--- src/rtl/antares_pkg.sv ---
// Shared Antares-R2 decode constants: immediate extension modes and operand/tag widths.
package antares_pkg;
  localparam int IMM_W_DEF  = 16;
  localparam int DATA_W_DEF = 32;
  localparam int REG_IDX_W  = 5;

  localparam logic [1:0] IMM_MODE_SIGN   = 2'd0;
  localparam logic [1:0] IMM_MODE_ZERO   = 2'd1;
  localparam logic [1:0] IMM_MODE_UPPER  = 2'd2;
  localparam logic [1:0] IMM_MODE_BRANCH = 2'd3;
endpackage

--- src/rtl/imm_ext_stage_if.sv ---
// Handshake bundle between decode, the immediate stage and execute.
interface imm_ext_stage_if import antares_pkg::*; #(
  parameter int IMM_W  = IMM_W_DEF,
  parameter int DATA_W = DATA_W_DEF
);
  logic                 in_valid;
  logic                 in_ready;
  logic [IMM_W-1:0]     in_imm;
  logic [1:0]           in_mode;
  logic [REG_IDX_W-1:0] in_tag;
  logic                 flush;
  logic                 out_valid;
  logic                 out_ready;
  logic [DATA_W-1:0]    out_imm;
  logic [REG_IDX_W-1:0] out_tag;
  logic [1:0]           occupancy;

  modport master (
    output in_valid, in_imm, in_mode, in_tag, flush, out_ready,
    input  in_ready, out_valid, out_imm, out_tag, occupancy
  );
  modport slave (
    input  in_valid, in_imm, in_mode, in_tag, flush, out_ready,
    output in_ready, out_valid, out_imm, out_tag, occupancy
  );
endinterface

--- src/rtl/imm_extender.sv ---
// Combinational immediate extender: SIGN / ZERO / UPPER / BRANCH (sign extend then <<2).
module imm_extender import antares_pkg::*; #(
  parameter int IMM_W  = IMM_W_DEF,
  parameter int DATA_W = DATA_W_DEF
) (
  input  logic [IMM_W-1:0]  imm,
  input  logic [1:0]        mode,
  output logic [DATA_W-1:0] ext
);
  logic [DATA_W-1:0] sext;
  assign sext = {{(DATA_W-IMM_W){imm[IMM_W-1]}}, imm};

  always_comb begin
    ext = sext;
    case (mode)
      IMM_MODE_SIGN:   ext = sext;
      IMM_MODE_ZERO:   ext = {{(DATA_W-IMM_W){1'b0}}, imm};
      IMM_MODE_UPPER:  ext = {imm, {(DATA_W-IMM_W){1'b0}}};
      IMM_MODE_BRANCH: ext = {sext[DATA_W-3:0], 2'b00};
      default:         ext = sext;
    endcase
  end
endmodule

--- src/rtl/imm_ext_stage.sv ---
// Decode-stage immediate register with valid/ready output and flush.
// IMM_SKID_EN selects a two-entry skid buffer with registered in_ready; otherwise single entry.
module imm_ext_stage import antares_pkg::*; #(
  parameter int IMM_W  = IMM_W_DEF,
  parameter int DATA_W = DATA_W_DEF
) (
  input logic             clock,
  input logic             reset_n,
  imm_ext_stage_if.slave  bus
);
  localparam logic [1:0] ST_EMPTY = 2'd0;
  localparam logic [1:0] ST_ONE   = 2'd1;

  logic [1:0]           state;
  logic [DATA_W-1:0]    ext;
  logic [DATA_W-1:0]    head_imm;
  logic [REG_IDX_W-1:0] head_tag;
  logic                 acc, iss;

  imm_extender #(.IMM_W(IMM_W), .DATA_W(DATA_W)) u_ext (
    .imm  (bus.in_imm),
    .mode (bus.in_mode),
    .ext  (ext)
  );

  // a flush-cycle offer is dropped regardless of in_ready
  assign acc           = bus.in_valid & bus.in_ready & ~bus.flush;
  assign iss           = bus.out_valid & bus.out_ready;
  assign bus.out_valid = (state != ST_EMPTY);
  assign bus.occupancy = state;
  assign bus.out_imm   = head_imm;
  assign bus.out_tag   = head_tag;

`ifdef IMM_SKID_EN
  localparam logic [1:0] ST_TWO = 2'd2;

  logic [DATA_W-1:0]    skid_imm;
  logic [REG_IDX_W-1:0] skid_tag;

  assign bus.in_ready = (state != ST_TWO);

  always_ff @(posedge clock or negedge reset_n) begin
    if (!reset_n) begin
      state    <= ST_EMPTY;
      head_imm <= '0;
      head_tag <= '0;
      skid_imm <= '0;
      skid_tag <= '0;
    end else if (bus.flush) begin
      state <= ST_EMPTY;
    end else begin
      case (state)
        ST_EMPTY: if (acc) begin
          head_imm <= ext;
          head_tag <= bus.in_tag;
          state    <= ST_ONE;
        end
        ST_ONE: begin
          if (acc && iss) begin
            head_imm <= ext;
            head_tag <= bus.in_tag;
          end else if (acc) begin
            skid_imm <= ext;
            skid_tag <= bus.in_tag;
            state    <= ST_TWO;
          end else if (iss) begin
            state <= ST_EMPTY;
          end
        end
        ST_TWO: if (iss) begin
          head_imm <= skid_imm;
          head_tag <= skid_tag;
          state    <= ST_ONE;
        end
        default: state <= ST_EMPTY;
      endcase
    end
  end
`else
  assign bus.in_ready = ~bus.out_valid | bus.out_ready;

  always_ff @(posedge clock or negedge reset_n) begin
    if (!reset_n) begin
      state    <= ST_EMPTY;
      head_imm <= '0;
      head_tag <= '0;
    end else if (bus.flush) begin
      state <= ST_EMPTY;
    end else if (acc) begin
      head_imm <= ext;
      head_tag <= bus.in_tag;
      state    <= ST_ONE;
    end else if (iss) begin
      state <= ST_EMPTY;
    end
  end
`endif
endmodule
--- src/flat_wrapper.sv ---
// flat-port wrapper written by rule: the top's interface ports become plain ports
module imm_ext_stage_flat import antares_pkg::*;
#(
  parameter int IMM_W  = IMM_W_DEF,
  parameter int DATA_W = DATA_W_DEF
)
  (clock, reset_n, bus_in_valid, bus_in_imm, bus_in_mode, bus_in_tag, bus_flush, bus_out_ready, bus_in_ready, bus_out_valid, bus_out_imm, bus_out_tag, bus_occupancy);
  imm_ext_stage_if #(.IMM_W(IMM_W), .DATA_W(DATA_W)) bus_i ();
  input logic clock;
  input logic reset_n;
  input wire logic [$bits(bus_i.in_valid)-1:0] bus_in_valid;
  input wire logic [$bits(bus_i.in_imm)-1:0] bus_in_imm;
  input wire logic [$bits(bus_i.in_mode)-1:0] bus_in_mode;
  input wire logic [$bits(bus_i.in_tag)-1:0] bus_in_tag;
  input wire logic [$bits(bus_i.flush)-1:0] bus_flush;
  input wire logic [$bits(bus_i.out_ready)-1:0] bus_out_ready;
  output wire logic [$bits(bus_i.in_ready)-1:0] bus_in_ready;
  output wire logic [$bits(bus_i.out_valid)-1:0] bus_out_valid;
  output wire logic [$bits(bus_i.out_imm)-1:0] bus_out_imm;
  output wire logic [$bits(bus_i.out_tag)-1:0] bus_out_tag;
  output wire logic [$bits(bus_i.occupancy)-1:0] bus_occupancy;
  assign bus_i.in_valid = bus_in_valid;
  assign bus_i.in_imm = bus_in_imm;
  assign bus_i.in_mode = bus_in_mode;
  assign bus_i.in_tag = bus_in_tag;
  assign bus_i.flush = bus_flush;
  assign bus_i.out_ready = bus_out_ready;
  assign bus_in_ready = bus_i.in_ready;
  assign bus_out_valid = bus_i.out_valid;
  assign bus_out_imm = bus_i.out_imm;
  assign bus_out_tag = bus_i.out_tag;
  assign bus_occupancy = bus_i.occupancy;
  imm_ext_stage #(.IMM_W(IMM_W), .DATA_W(DATA_W)) u_core (.clock(clock), .reset_n(reset_n), .bus(bus_i));
endmodule
--- config.mk ---
export PLATFORM = sky130hd
export DESIGN_NAME = imm_ext_stage_flat
export DESIGN_NICKNAME = d
export VERILOG_FILES = /design/src/rtl/antares_pkg.sv /design/src/rtl/imm_ext_stage_if.sv /design/src/rtl/imm_extender.sv /design/src/rtl/imm_ext_stage.sv /design/src/flat_wrapper.sv
export SDC_FILE = /design/constraint.sdc
export NUM_CORES = 1
export LEC_CHECK = 0
export BUFFER_PORTS_ARGS = -buffer_cell sky130_fd_sc_hd__clkbuf_2
export CAP_MARGIN = 30
export CORE_MARGIN = 10
export CORE_UTILIZATION = 49
export CTS_BUF_LIST = sky130_fd_sc_hd__clkbuf_4 sky130_fd_sc_hd__clkbuf_8 sky130_fd_sc_hd__clkbuf_16
export DETAILED_ROUTE_END_ITERATION = 8
export HOLD_SLACK_MARGIN = 0.02
export PLACE_DENSITY = 0.79
export SLEW_MARGIN = 20
export SYNTH_ARGS = -nofsm -noshare
export SYNTH_HDL_FRONTEND = slang
export SYNTH_SLANG_ARGS = --single-unit
--- constraint.sdc ---
create_clock -name clock -period 2 [get_ports clock]
set_input_delay 0.5 -clock clock [delete_from_list [all_inputs] [get_ports clock]]
set_output_delay 0.5 -clock clock [all_outputs]
set_load 0.02 [all_outputs]
==> metrics.md, run 1 <==
| Metric | Value |
|---|---|
| Number of synthesized flops with an enable pin | `0` |
| RSZ-0062 raised after global routing | `false` |
| Synth top area share | `50.53%` |
| # DRC | `0` |
| Fin crit share | `81.72%` |
| Comb power frac | `29.6%` |
| Final Skew | `0.004350 ns` |
| DRT Pass-1 Iters | `4` |
| Fmax | `0.6119 GHz` |
| Final TNS setup | `0 ns` |
| Setup ws final | `0.3656 ns` |
| Dpl cell area | `2226 um^2` |
| CTS Buf Count | `5` |
| First-pass GRT wire length | `7038 um` |
| Compound-Gate Fraction of Synth Area | `13.96%` |
| Register area share after synthesis | `50.53%` |
| Share of cells above drive strength 1 | `59.11%` |
| Switch share | `30.84%` |
| Seq cells post-synth | `38` |
| Mean Syn Cell Area | `13.64 um^2` |
| Setup CP Type | `primary input to register` |
| Worst Setup End Kind | `register` |
| Worst reg-to-reg setup slack | `0.50 ns` |
| Maximum vdd drop | `0.5266 mV` |
| Total track usage | `13.98%` |
| Starting DRT DRC Count | `90` |
| Synth area leader | `dfrtp_1` |
| Outcome | `completed` |
| H-tree Lvls | `2` |
| Cells along the critical path | `clkbuf_2 > nor2b_1 > a22o_1 > mux2_4` |
| Fin crit period | `1.634 ns` |
| Initial core utilization | `51.02%` |
| Adder-Cell Fraction of Synth Area | `0%` |
| Worst skew pair latency | `0.29 ns` |
| Routability cong. | `0.8265` |
| CP max stage cell | `nor2b_1` |
| CTS tree | `built` |
| CP startpoint kind | `primary input` |
| Critical path arrival | `1.87 ns` |
| Clk root buf | `clkbuf_8` |
| Clock buffer depth | `2` |
| Top cells by area, synth | `dfrtp_1 51%, mux2_2 15%, a22o_1 9.3%` |
| Io pins | `69` |
| Final-report max-slew violation count | `0` |
| Cell area after layout | `2346 um^2` |
| Ant. Diodes | `0` |
| P_leak | `1.195 nW` |
| Max stage delay on crit path | `0.74 ns` |
| I/O Buffers | `67` |
| Main combinational cell family by area after synthesis | `multiplexers` |
| Main synth FF type | `dfrtp_1` |
| Simple-gate area share of the yosys netlist | `4.122%` |
| Vias | `1351` |
| PwrDens | `990.4 nW/um^2` |
| Clock network power share | `27.9%` |
| Dpl cells | `244` |
| Worst-Margin Slew | `0.8785 ns` |
| Synth warn | `0` |
| FF-to-FF path depth | `4` |
| CTS Sinks | `38` |
| Internal | `1.607 mW` |
| Reg2Reg Capture Point | `u_core.bus.out_tag[0]$_DFFE_PN0P_` |
| Dpl ws | `0.01149 ns` |
| Placeable core area | `3689 um^2` |
| Asr flop ratio synth | `100.0%` |
| Hold Buf Count CTS | `0` |
| Multiplexer share of the synthesized area | `24.60%` |
| Die W | `81.97 um` |
| Largest net degree at the start of global routing | `38` |
| Reg power frac | `42.5%` |
| Detail Route Antenna Nets | `0` |
| Critical Path RT | `2.23 ns` |
| Worst r2r src | `u_core.bus.occupancy[0]$_DFFE_PN0P_` |
| Slew margin rel. | `41.31%` |
| Chip height | `81.97 um` |
| Post-detailed-routing wire length | `4625 um` |
| Sw Pwr | `716.6 uW` |
| Syn_nets | `166` |
| Synthesis-to-finish area growth | `24.67%` |
| Yosys cell types | `23` |
| Die area | `6719 um^2` |
| Via density | `5.382` |
| Fin cells | `251` |
| Worst min path class | `primary input to asynchronous set/reset pin` |
| Hold_ws | `0.1375 ns` |
| Number of setup buffers added after CTS | `0` |
| Fin. Hold Viols | `0` |
| Post_cts resized | `0` |
| Max Cap Viol | `0` |
| Number of global-route vias before repair | `1416` |
| Clock transition at path regs | `0.07 ns` |
| XOR/XNOR share of the synthesized area | `0.4654%` |
| Rows | `22` |
| Routed len/inst | `18.43 um` |
| DP HPWL | `3637 um` |
| Critical-path maximum fanout | `14` |
| Final layout net count | `231` |
| Post-Syn Area | `1882 um^2` |
| Global-route congestion overflow total | `0` |
| Initial antenna violation count | `0` |
| Syn Inst Count | `138` |
| Final count of negative-setup-slack endpoints | `0` |
[critical path, delay by kind of cell]
family	cells	cell delay [ns]
mux	1	0.14
buf+inv	1	0.21
compound gates	1	0.28
simple gates	1	0.74
[layout make-up]
type	instances	area, um^2
inverter	4	15.01
tap	48	60.06
fill	293	1343
timing repair buffer	71	377.9
clock buffer	6	82.58
clock inverter	1	30.03
multi-input combinational	83	829.5
sequential	38	950.9
[routing by layer]
layer	vias to the layer above	track usage (%)	routed length, um	part of all wire [%]
met5	-	0	0	0
met3	13	6.223	368	8.0
met1	667	15.20	1768	38
met2	40	22.65	2334	50
met4	0	7.143	154	3.3
li1	631	-	-	-
[cells in the mapped netlist, types with 2 or more instances]
library cell	number
dfrtp_1	38
mux2_2	25
a22o_1	20
mux2_4	10
o2bb2ai_1	6
buf_4	5
nand2_1	5
buf_6	4
a22o_2	3
inv_1	3
nor2b_1	3
buf_2	2
clkbuf_1	2
mux2i_1	2
nor2_1	2
[cells by family after synthesis]
| kind of cell | count (synthesis) |
|---|---|
| buffers and inverters | 17 |
| other | 1 |
| DFF | 38 |
| and+or+nand+nor | 13 |
| muxes | 38 |
| xor gates and xnor gates | 1 |
| AOI/OAI and AO/OA | 30 |
[per-stage QoR]
| step | utilization (%) | total power, mW |
|---|---|---|
| floorplan | - | 1.438 |
| global placement | 60.35 | 1.672 |
| detailed placement | 60.35 | 1.698 |
| CTS | 63.40 | 2.346 |
| global route | 63.60 | 2.434 |
| finish | 63.60 | 2.324 |
[power by group through the flow]
stage | combinational, mW | clock, mW | sequential (mW)
6_report | 0.688 | 0.647 | 0.988
5_1_grt | 0.736 | 0.694 | 1.00
4_1_cts | 0.699 | 0.658 | 0.989
3_5_place_dp | 0.696 | 0 | 1.00
3_3_place_gp | 0.681 | 0 | 0.991
2_1_floorplan | 0.270 | 0 | 1.17
[cells in the final DEF, fill, tap and decap left out]
cell / Yosys / final
a22o_1: 20 / 20
clkbuf_2: 0 / 67
nor2b_1: 3 / 3
and2_1: 1 / 1
dfrtp_1: 38 / 38
mux2_1: 1 / 1
o21ai_0: 1 / 1
buf_4: 5 / 3
nand2_1: 5 / 5
inv_1: 3 / 3
o2bb2ai_1: 6 / 6
mux2_2: 25 / 25
nor2_1: 2 / 2
inv_2: 1 / 1
bufinv_16: 0 / 1
nor2b_4: 1 / 1
clkbuf_8: 0 / 6
xnor2_2: 0 / 1
conb_1: 1 / 1
a22o_2: 3 / 3
mux2i_1: 2 / 2
nor3b_4: 0 / 1
mux2_4: 10 / 10
buf_12: 0 / 1
[flip-flops by register name, indices dropped and copies added, names as in the netlist]
register,count
u_core.bus.out_tag,5
u_core.bus.out_imm,32
u_core.bus.occupancy,1
[worst max path at each step]
stage,startpoint,endpoint,cells after the start,slack (ns)
2_1_floorplan,u_core.bus.occupancy[0]$_DFFE_PN0P_,u_core.bus.out_imm[10]$_DFFE_PN0P_,5,0.44
3_3_place_gp,bus_in_mode[1],u_core.bus.out_imm[27]$_DFFE_PN0P_,4,0.13
3_5_place_dp,bus_in_mode[1],u_core.bus.out_imm[26]$_DFFE_PN0P_,4,0.01
4_1_cts,bus_in_mode[1],u_core.bus.out_imm[26]$_DFFE_PN0P_,4,0.33
5_1_grt,bus_in_mode[1],u_core.bus.out_imm[29]$_DFFE_PN0P_,4,0.23
6_report,bus_in_mode[1],u_core.bus.out_imm[26]$_DFFE_PN0P_,4,0.37
(Power assumes the default switching activity.)
==> inputs of run 2 (changes only) <==
- ABC_AREA: default -> 1
- CORE_UTILIZATION: 49 -> 45
- PLACE_DENSITY: 0.79 -> 0.76
- clock period: 2 -> 1.5 ns (I/O delays scaled with it)
==> metrics.md, run 2 <==
| Metric | Value |
|---|---|
| Detail Route Antenna Nets | `0` |
| Setup CP Type | `register to output pin` |
| Final Skew | `0.009272 ns` |
| Worst Setup End Kind | `output pin` |
| Synthesis-to-finish area growth | `19.86%` |
| CP startpoint kind | `register` |
| Clock buffer depth | `2` |
| First-pass GRT wire length | `8811 um` |
| Total track usage | `14.44%` |
| Worst skew pair latency | `0.29 ns` |
| Core Util, Final | `57.25%` |
| Worst reg-to-reg setup slack | `0.37 ns` |
| Top post-synthesis cells by count | `151 x nand2_1, 38 x dfrtp_1, 22 x nand3_1, 10 x nand3_2` |
| Final-report max-slew violation count | `0` |
| Seq cells post-synth | `38` |
| Most common cell after layout, fill and taps aside | `nand2_1` |
| Starting DRT DRC Count | `172` |
| Maximum vdd drop | `0.5154 mV` |
| Initial antenna violation count | `0` |
| Final TNS setup | `0 ns` |
| # DRC | `0` |
| Post_cts resized | `0` |
| Simple-gate area share of the yosys netlist | `42.20%` |
| Via density | `4.992` |
| CTS Buf Count | `5` |
| Fin crit share | `91.16%` |
| Comb power frac | `27.9%` |
| Max Cap Viol | `0` |
| Ant. Diodes | `0` |
| Synth area leader | `dfrtp_1` |
| Main synth FF type | `dfrtp_1` |
| Die W | `86.09 um` |
| Placeable core area | `4115 um^2` |
| Io pins | `69` |
| Critical path arrival | `0.99 ns` |
| Final layout net count | `346` |
| Rows | `23` |
| Post-detailed-routing wire length | `5177 um` |
| Number of setup buffers added after CTS | `0` |
| Critical-path maximum fanout | `3` |
| Final count of negative-setup-slack endpoints | `0` |
| Hold Buf Count CTS | `0` |
| Mean Syn Cell Area | `7.708 um^2` |
| Switch share | `34.73%` |
| Die area | `7411 um^2` |
| Register area share after synthesis | `48.38%` |
| Vias | `1837` |
| Synth top area share | `48.38%` |
| Reg power frac | `47.4%` |
| Top cells by area, synth | `dfrtp_1 48%, nand2_1 29%, nand3_1 5.6%` |
| Initial core utilization | `47.77%` |
| Chip height | `86.09 um` |
| Clock transition at path regs | `0.08 ns` |
| DP HPWL | `3844 um` |
| Main combinational cell family by area after synthesis | `simple AND/OR/NAND/NOR gates` |
| RSZ-0062 raised after global routing | `false` |
| Commonest non-fill, non-tap cells in the layout | `151 x nand2_1, 67 x clkbuf_2, 38 x dfrtp_1, 22 x nand3_1, 10 x nand3_2` |
| PwrDens | `1123 nW/um^2` |
| Outcome | `completed` |
| Asr flop ratio synth | `100.0%` |
| Syn_nets | `283` |
| Adder-Cell Fraction of Synth Area | `0%` |
| CTS Sinks | `38` |
| P_leak | `1.457 nW` |
| H-tree Lvls | `2` |
| Critical Path RT | `1.12 ns` |
| Share of cells above drive strength 1 | `30.50%` |
| Routability cong. | `0.8317` |
| Syn Inst Count | `255` |
| Global-route congestion overflow total | `0` |
| Yosys cell types | `18` |
| Routed len/inst | `14.07 um` |
| Max FFs per register | `32` |
| Post-Syn Area | `1966 um^2` |
| I/O Buffers | `67` |
| Most frequent cell after synthesis | `nand2_1` |
| Largest net degree at the start of global routing | `39` |
| Clock network power share | `24.7%` |
| Synth warn | `0` |
| XOR/XNOR share of the synthesized area | `0%` |
| Number of global-route vias before repair | `1812` |
| Sw Pwr | `918.7 uW` |
| Fmax | `0.7313 GHz` |
| Worst min path class | `primary input to asynchronous set/reset pin` |
| Multiplexer share of the synthesized area | `0%` |
| Internal | `1.727 mW` |
| CTS tree | `built` |
| Fin crit period | `1.367 ns` |
| Number of synthesized flops with an enable pin | `0` |
| Fin. Hold Viols | `0` |
| Compound-Gate Fraction of Synth Area | `1.018%` |
| Clk root buf | `clkbuf_8` |
| DRT Pass-1 Iters | `4` |
==> run 2: area by class of cell <==
type / count / area, um^2
fill: 410 / 1759
inverter: 6 / 25.02
tap: 50 / 62.56
sequential: 38 / 950.9
clock buffer: 5 / 68.82
multi-input combinational: 195 / 853.3
timing repair buffer: 72 / 385.4
clock inverter: 2 / 10.01
==> run 2: metrics by stage <==
step                      setup slack (ns)  cells  instance area [um^2]  hold WS, ns  power, mW
after CTS                           0.1140    368                  2356       0.1481      2.693
after global routing               0.07984    368                  2356       0.1594      2.830
after floorplan                     0.2491    255                  1966      0.07941      1.733
after detailed placement            0.2216    361                  2277       0.4638      2.024
final                               0.1326    368                  2356       0.1234      2.645
after global placement              0.2595    361                  2277       0.4579      2.010
==> run 2: final timing paths <==
check	from	to	cells past startpoint
min reg2reg	u_core.bus.out_imm[5]$_DFFE_PN0P_	u_core.bus.out_imm[5]$_DFFE_PN0P_	2
min	reset_n	u_core.bus.out_imm[24]$_DFFE_PN0P_	2
max	u_core.bus.occupancy[0]$_DFFE_PN0P_	bus_in_ready	2
min in group clock	bus_flush	u_core.bus.occupancy[0]$_DFFE_PN0P_	2
max reg2reg	u_core.bus.occupancy[0]$_DFFE_PN0P_	u_core.bus.out_imm[25]$_DFFE_PN0P_	5
max in group asynchronous	reset_n	u_core.bus.out_tag[1]$_DFFE_PN0P_	2
==> run 2: routing by layer <==
metal | global-route usage, % | wire (um)
met1 | 18.04 | 2171
met4 | 4.042 | 28
met5 | 0 | 0
met2 | 21.43 | 2320
met3 | 7.096 | 657
==> run 2: kinds of logic after synthesis <==
logic type / Yosys count
other: 1
AOI/OAI and AO/OA: 4
and+or+nand+nor: 190
DFF: 38
buffers and inverters: 22
==> run 2: worst max-delay path: stages (launching register included) <==
cell and delay [ns]:
dfrtp_1 0.39, nand2_1 0.12, clkbuf_2 0.19
==> run 2: power groups by stage <==
stage	registers, mW	logic (mW)	clock network (mW)
after floorplan	1.45	0.279	0
after global placement	1.27	0.742	0
after detailed placement	1.27	0.753	0
after CTS	1.25	0.756	0.683
after global routing	1.27	0.830	0.727
final	1.25	0.738	0.654
==> inputs of run 3 (changes only) <==
- CORE_UTILIZATION: 45 -> 46
- SYNTH_HIERARCHICAL: default -> 1
==> metrics.md, run 3 <==
| Metric | Value |
|---|---|
| # DRC | `0` |
| Critical-path maximum fanout | `4` |
| Die W | `89.68 um` |
| Worst skew pair latency | `0.29 ns` |
| Starting DRT DRC Count | `152` |
| Detail Route Antenna Nets | `0` |
| Worst Setup End Kind | `output pin` |
| Fmax | `0.7193 GHz` |
| Vias | `1882` |
| Number of global-route vias before repair | `1807` |
| Reg2Reg Capture Point | `u_core/bus.out_imm[14]$_DFFE_PN0P_` |
| Total track usage | `14.11%` |
| Top post-synthesis cells by count | `93 x nand2_1, 46 x nand3_1, 38 x dfrtp_1, 32 x nand3_2, 10 x buf_6` |
| Maximum vdd drop | `0.4611 mV` |
| Initial core utilization | `47.28%` |
| Seq cells post-synth | `38` |
| Fin crit period | `1.390 ns` |
| Final count of negative-setup-slack endpoints | `0` |
| Routability cong. | `0.8368` |
| Number of setup buffers added after CTS | `0` |
| Synthesis-to-finish area growth | `15.63%` |
| Worst r2r src | `u_core/bus.occupancy[0]$_DFFE_PN0P_` |
| Yosys cell types | `19` |
| Rows | `25` |
| Most frequent cell after synthesis | `nand2_1` |
| DRT Pass-1 Iters | `4` |
| WL met2 | `2443 um` |
| Critical path arrival | `1.02 ns` |
| Outcome | `completed` |
| Asr flop ratio synth | `100.0%` |
| Clk root buf | `clkbuf_8` |
| Top routing layer in use | `met4` |
| Max stage delay on crit path | `0.42 ns` |
| Cells along the critical path | `nand2_4 > clkbuf_2` |
| Routed len/inst | `14.08 um` |
| Clock buffer depth | `2` |
| Synth top area share | `42.58%` |
| Final Skew | `0.004804 ns` |
| Max Cap Viol | `0` |
| Final layout net count | `344` |
| DP HPWL | `4071 um` |
| RSZ-0062 raised after global routing | `false` |
| Mean Syn Cell Area | `8.657 um^2` |
| Syn_nets | `286` |
| Share of cells above drive strength 1 | `37.78%` |
| Top cells by area, synth | `dfrtp_1 43%, nand2_1 16%, nand3_2 14%` |
| Placeable core area | `4723 um^2` |
| Global-route congestion overflow total | `0` |
| I/O Buffers | `67` |
| Metal1 wirelength | `2351 um` |
| Io pins | `69` |
| CTS Sinks | `38` |
| Syn Inst Count | `258` |
| CP max stage cell | `dfrtp_1` |
| Initial antenna violation count | `0` |
| Hold Buf Count CTS | `0` |
| Chip height | `89.68 um` |
| Via density | `4.927` |
| Die area | `8043 um^2` |
| First-pass GRT wire length | `8838 um` |
| Dpl cells | `376` |
| Final TNS setup | `0 ns` |
| Largest net degree at the start of global routing | `38` |
| Fillers | `443` |
| Hold_ws | `0.01243 ns` |
| Worst reg-to-reg setup slack | `0.40 ns` |
| H-tree Lvls | `2` |
| Post-Syn Area | `2233 um^2` |
| Ant. Diodes | `0` |
| Routed length on met3 | `511 um` |
| Post_cts resized | `0` |
| Critical Path RT | `1.12 ns` |
| Fin crit share | `92.68%` |
| Max FFs per register | `32` |
| Synth area leader | `dfrtp_1` |
| Number of synthesized flops with an enable pin | `0` |
| Final-report max-slew violation count | `0` |
| Fin cells | `382` |
| Commonest non-fill, non-tap cells in the layout | `93 x nand2_1, 67 x clkbuf_2, 46 x nand3_1, 38 x dfrtp_1, 32 x nand3_2` |
| CP startpoint kind | `register` |
| Synth warn | `6` |
| Worst min path class | `primary input to asynchronous set/reset pin` |
| PwrDens | `1051 nW/um^2` |
| Worst setup startpoint | `u_core/bus.occupancy[0]$_DFFE_PN0P_` |
| Setup ws final | `0.1097 ns` |
| Main synth FF type | `dfrtp_1` |
| Most common cell after layout, fill and taps aside | `nand2_1` |
| Post-detailed-routing wire length | `5378 um` |
| Clock transition at path regs | `0.07 ns` |
| FF-to-FF path depth | `4` |
| CTS tree | `built` |
| Dpl ws | `0.07332 ns` |
| CTS Buf Count | `5` |
| P_leak | `1.494 nW` |
| Fin. Hold Viols | `0` |
| Setup CP Type | `register to output pin` |
| Setup crit end | `bus_in_ready` |
| Register area share after synthesis | `42.58%` |
-- run 3: cell count changes after synthesis, moves of 2 or more --
cell | previous run | this run
nand2_4 | 0 | 3
nand3_1 | 22 | 46
o21ai_1 | 4 | 0
nand2_1 | 151 | 93
inv_1 | 2 | 7
buf_6 | 4 | 10
o21ai_0 | 0 | 8
buf_4 | 5 | 3
buf_12 | 0 | 3
nand3_2 | 10 | 32
-- run 3: layout make-up --
cell class              count  area [um^2]  share of cell area [%]
flip-flops and latches     38        950.9                   36.82
inverters                   9        33.78                   1.308
clock buffers               6        82.58                   3.198
multi-input cells         189         1013                   39.24
repair buffers             73        417.9                   16.18
well taps                  67        83.83                   3.246
-- run 3: per-stage QoR --
stage / power (mW) / utilization [%] / area (um^2)
finish: 2.713 / 54.68 / 2582
global route: 2.880 / 54.68 / 2582
CTS: 2.753 / 54.68 / 2582
detailed placement: 2.057 / 52.93 / 2500
global placement: 2.046 / 52.93 / 2500
floorplan: 1.792 / - / 2233
-- run 3: where the power goes --
| part | internal [mW] | total (mW) | switching [mW] |
|---|---|---|---|
| combinational | 0.253 | 0.775 | 0.522 |
| sequential | 1.17 | 1.25 | 0.0785 |
| clock | 0.354 | 0.687 | 0.333 |
| total | 1.78 | 2.71 | 0.934 |
-- run 3: kinds of logic (layout without fill, tap and decap cells) --
| family | count (synthesis) | count (layout) | share of synthesized area, % |
|---|---|---|---|
| AO/OA/AOI/OAI | 9 | 9 | 2.017 |
| other | 1 | 1 | 0.1679 |
| flip-flops | 38 | 38 | 42.58 |
| AND/OR/NAND/NOR | 179 | 179 | 43.19 |
| buffers and inverters | 31 | 88 | 12.04 |
-- run 3: how the worst min path moves through the flow --
stage / from / to / slack, ns / cells past startpoint
finish: reset_n / u_core/bus.out_imm[13]$_DFFE_PN0P_ / 0.01 / 1
global route: reset_n / u_core/bus.out_imm[13]$_DFFE_PN0P_ / 0.04 / 1
CTS: reset_n / u_core/bus.out_imm[13]$_DFFE_PN0P_ / 0.02 / 1
global placement: reset_n / u_core/bus.out_imm[15]$_DFFE_PN0P_ / 0.33 / 1
floorplan: reset_n / u_core/bus.occupancy[0]$_DFFE_PN0P_ / 0.08 / 0
detailed placement: reset_n / u_core/bus.out_imm[15]$_DFFE_PN0P_ / 0.34 / 1
-- run 3: critical path: cells and delay by family, from the launching register on --
kind	cells	cell delay, ns
buffers and inverters	1	0.19
flip-flops	1	0.42
AND/OR/NAND/NOR	1	0.12
-- run 3: layer usage --
layer,GRT usage (%),up-vias
li1,-,953
met1,17.46,857
met2,22.10,64
met3,5.596,8
met4,4.191,0
met5,0,-
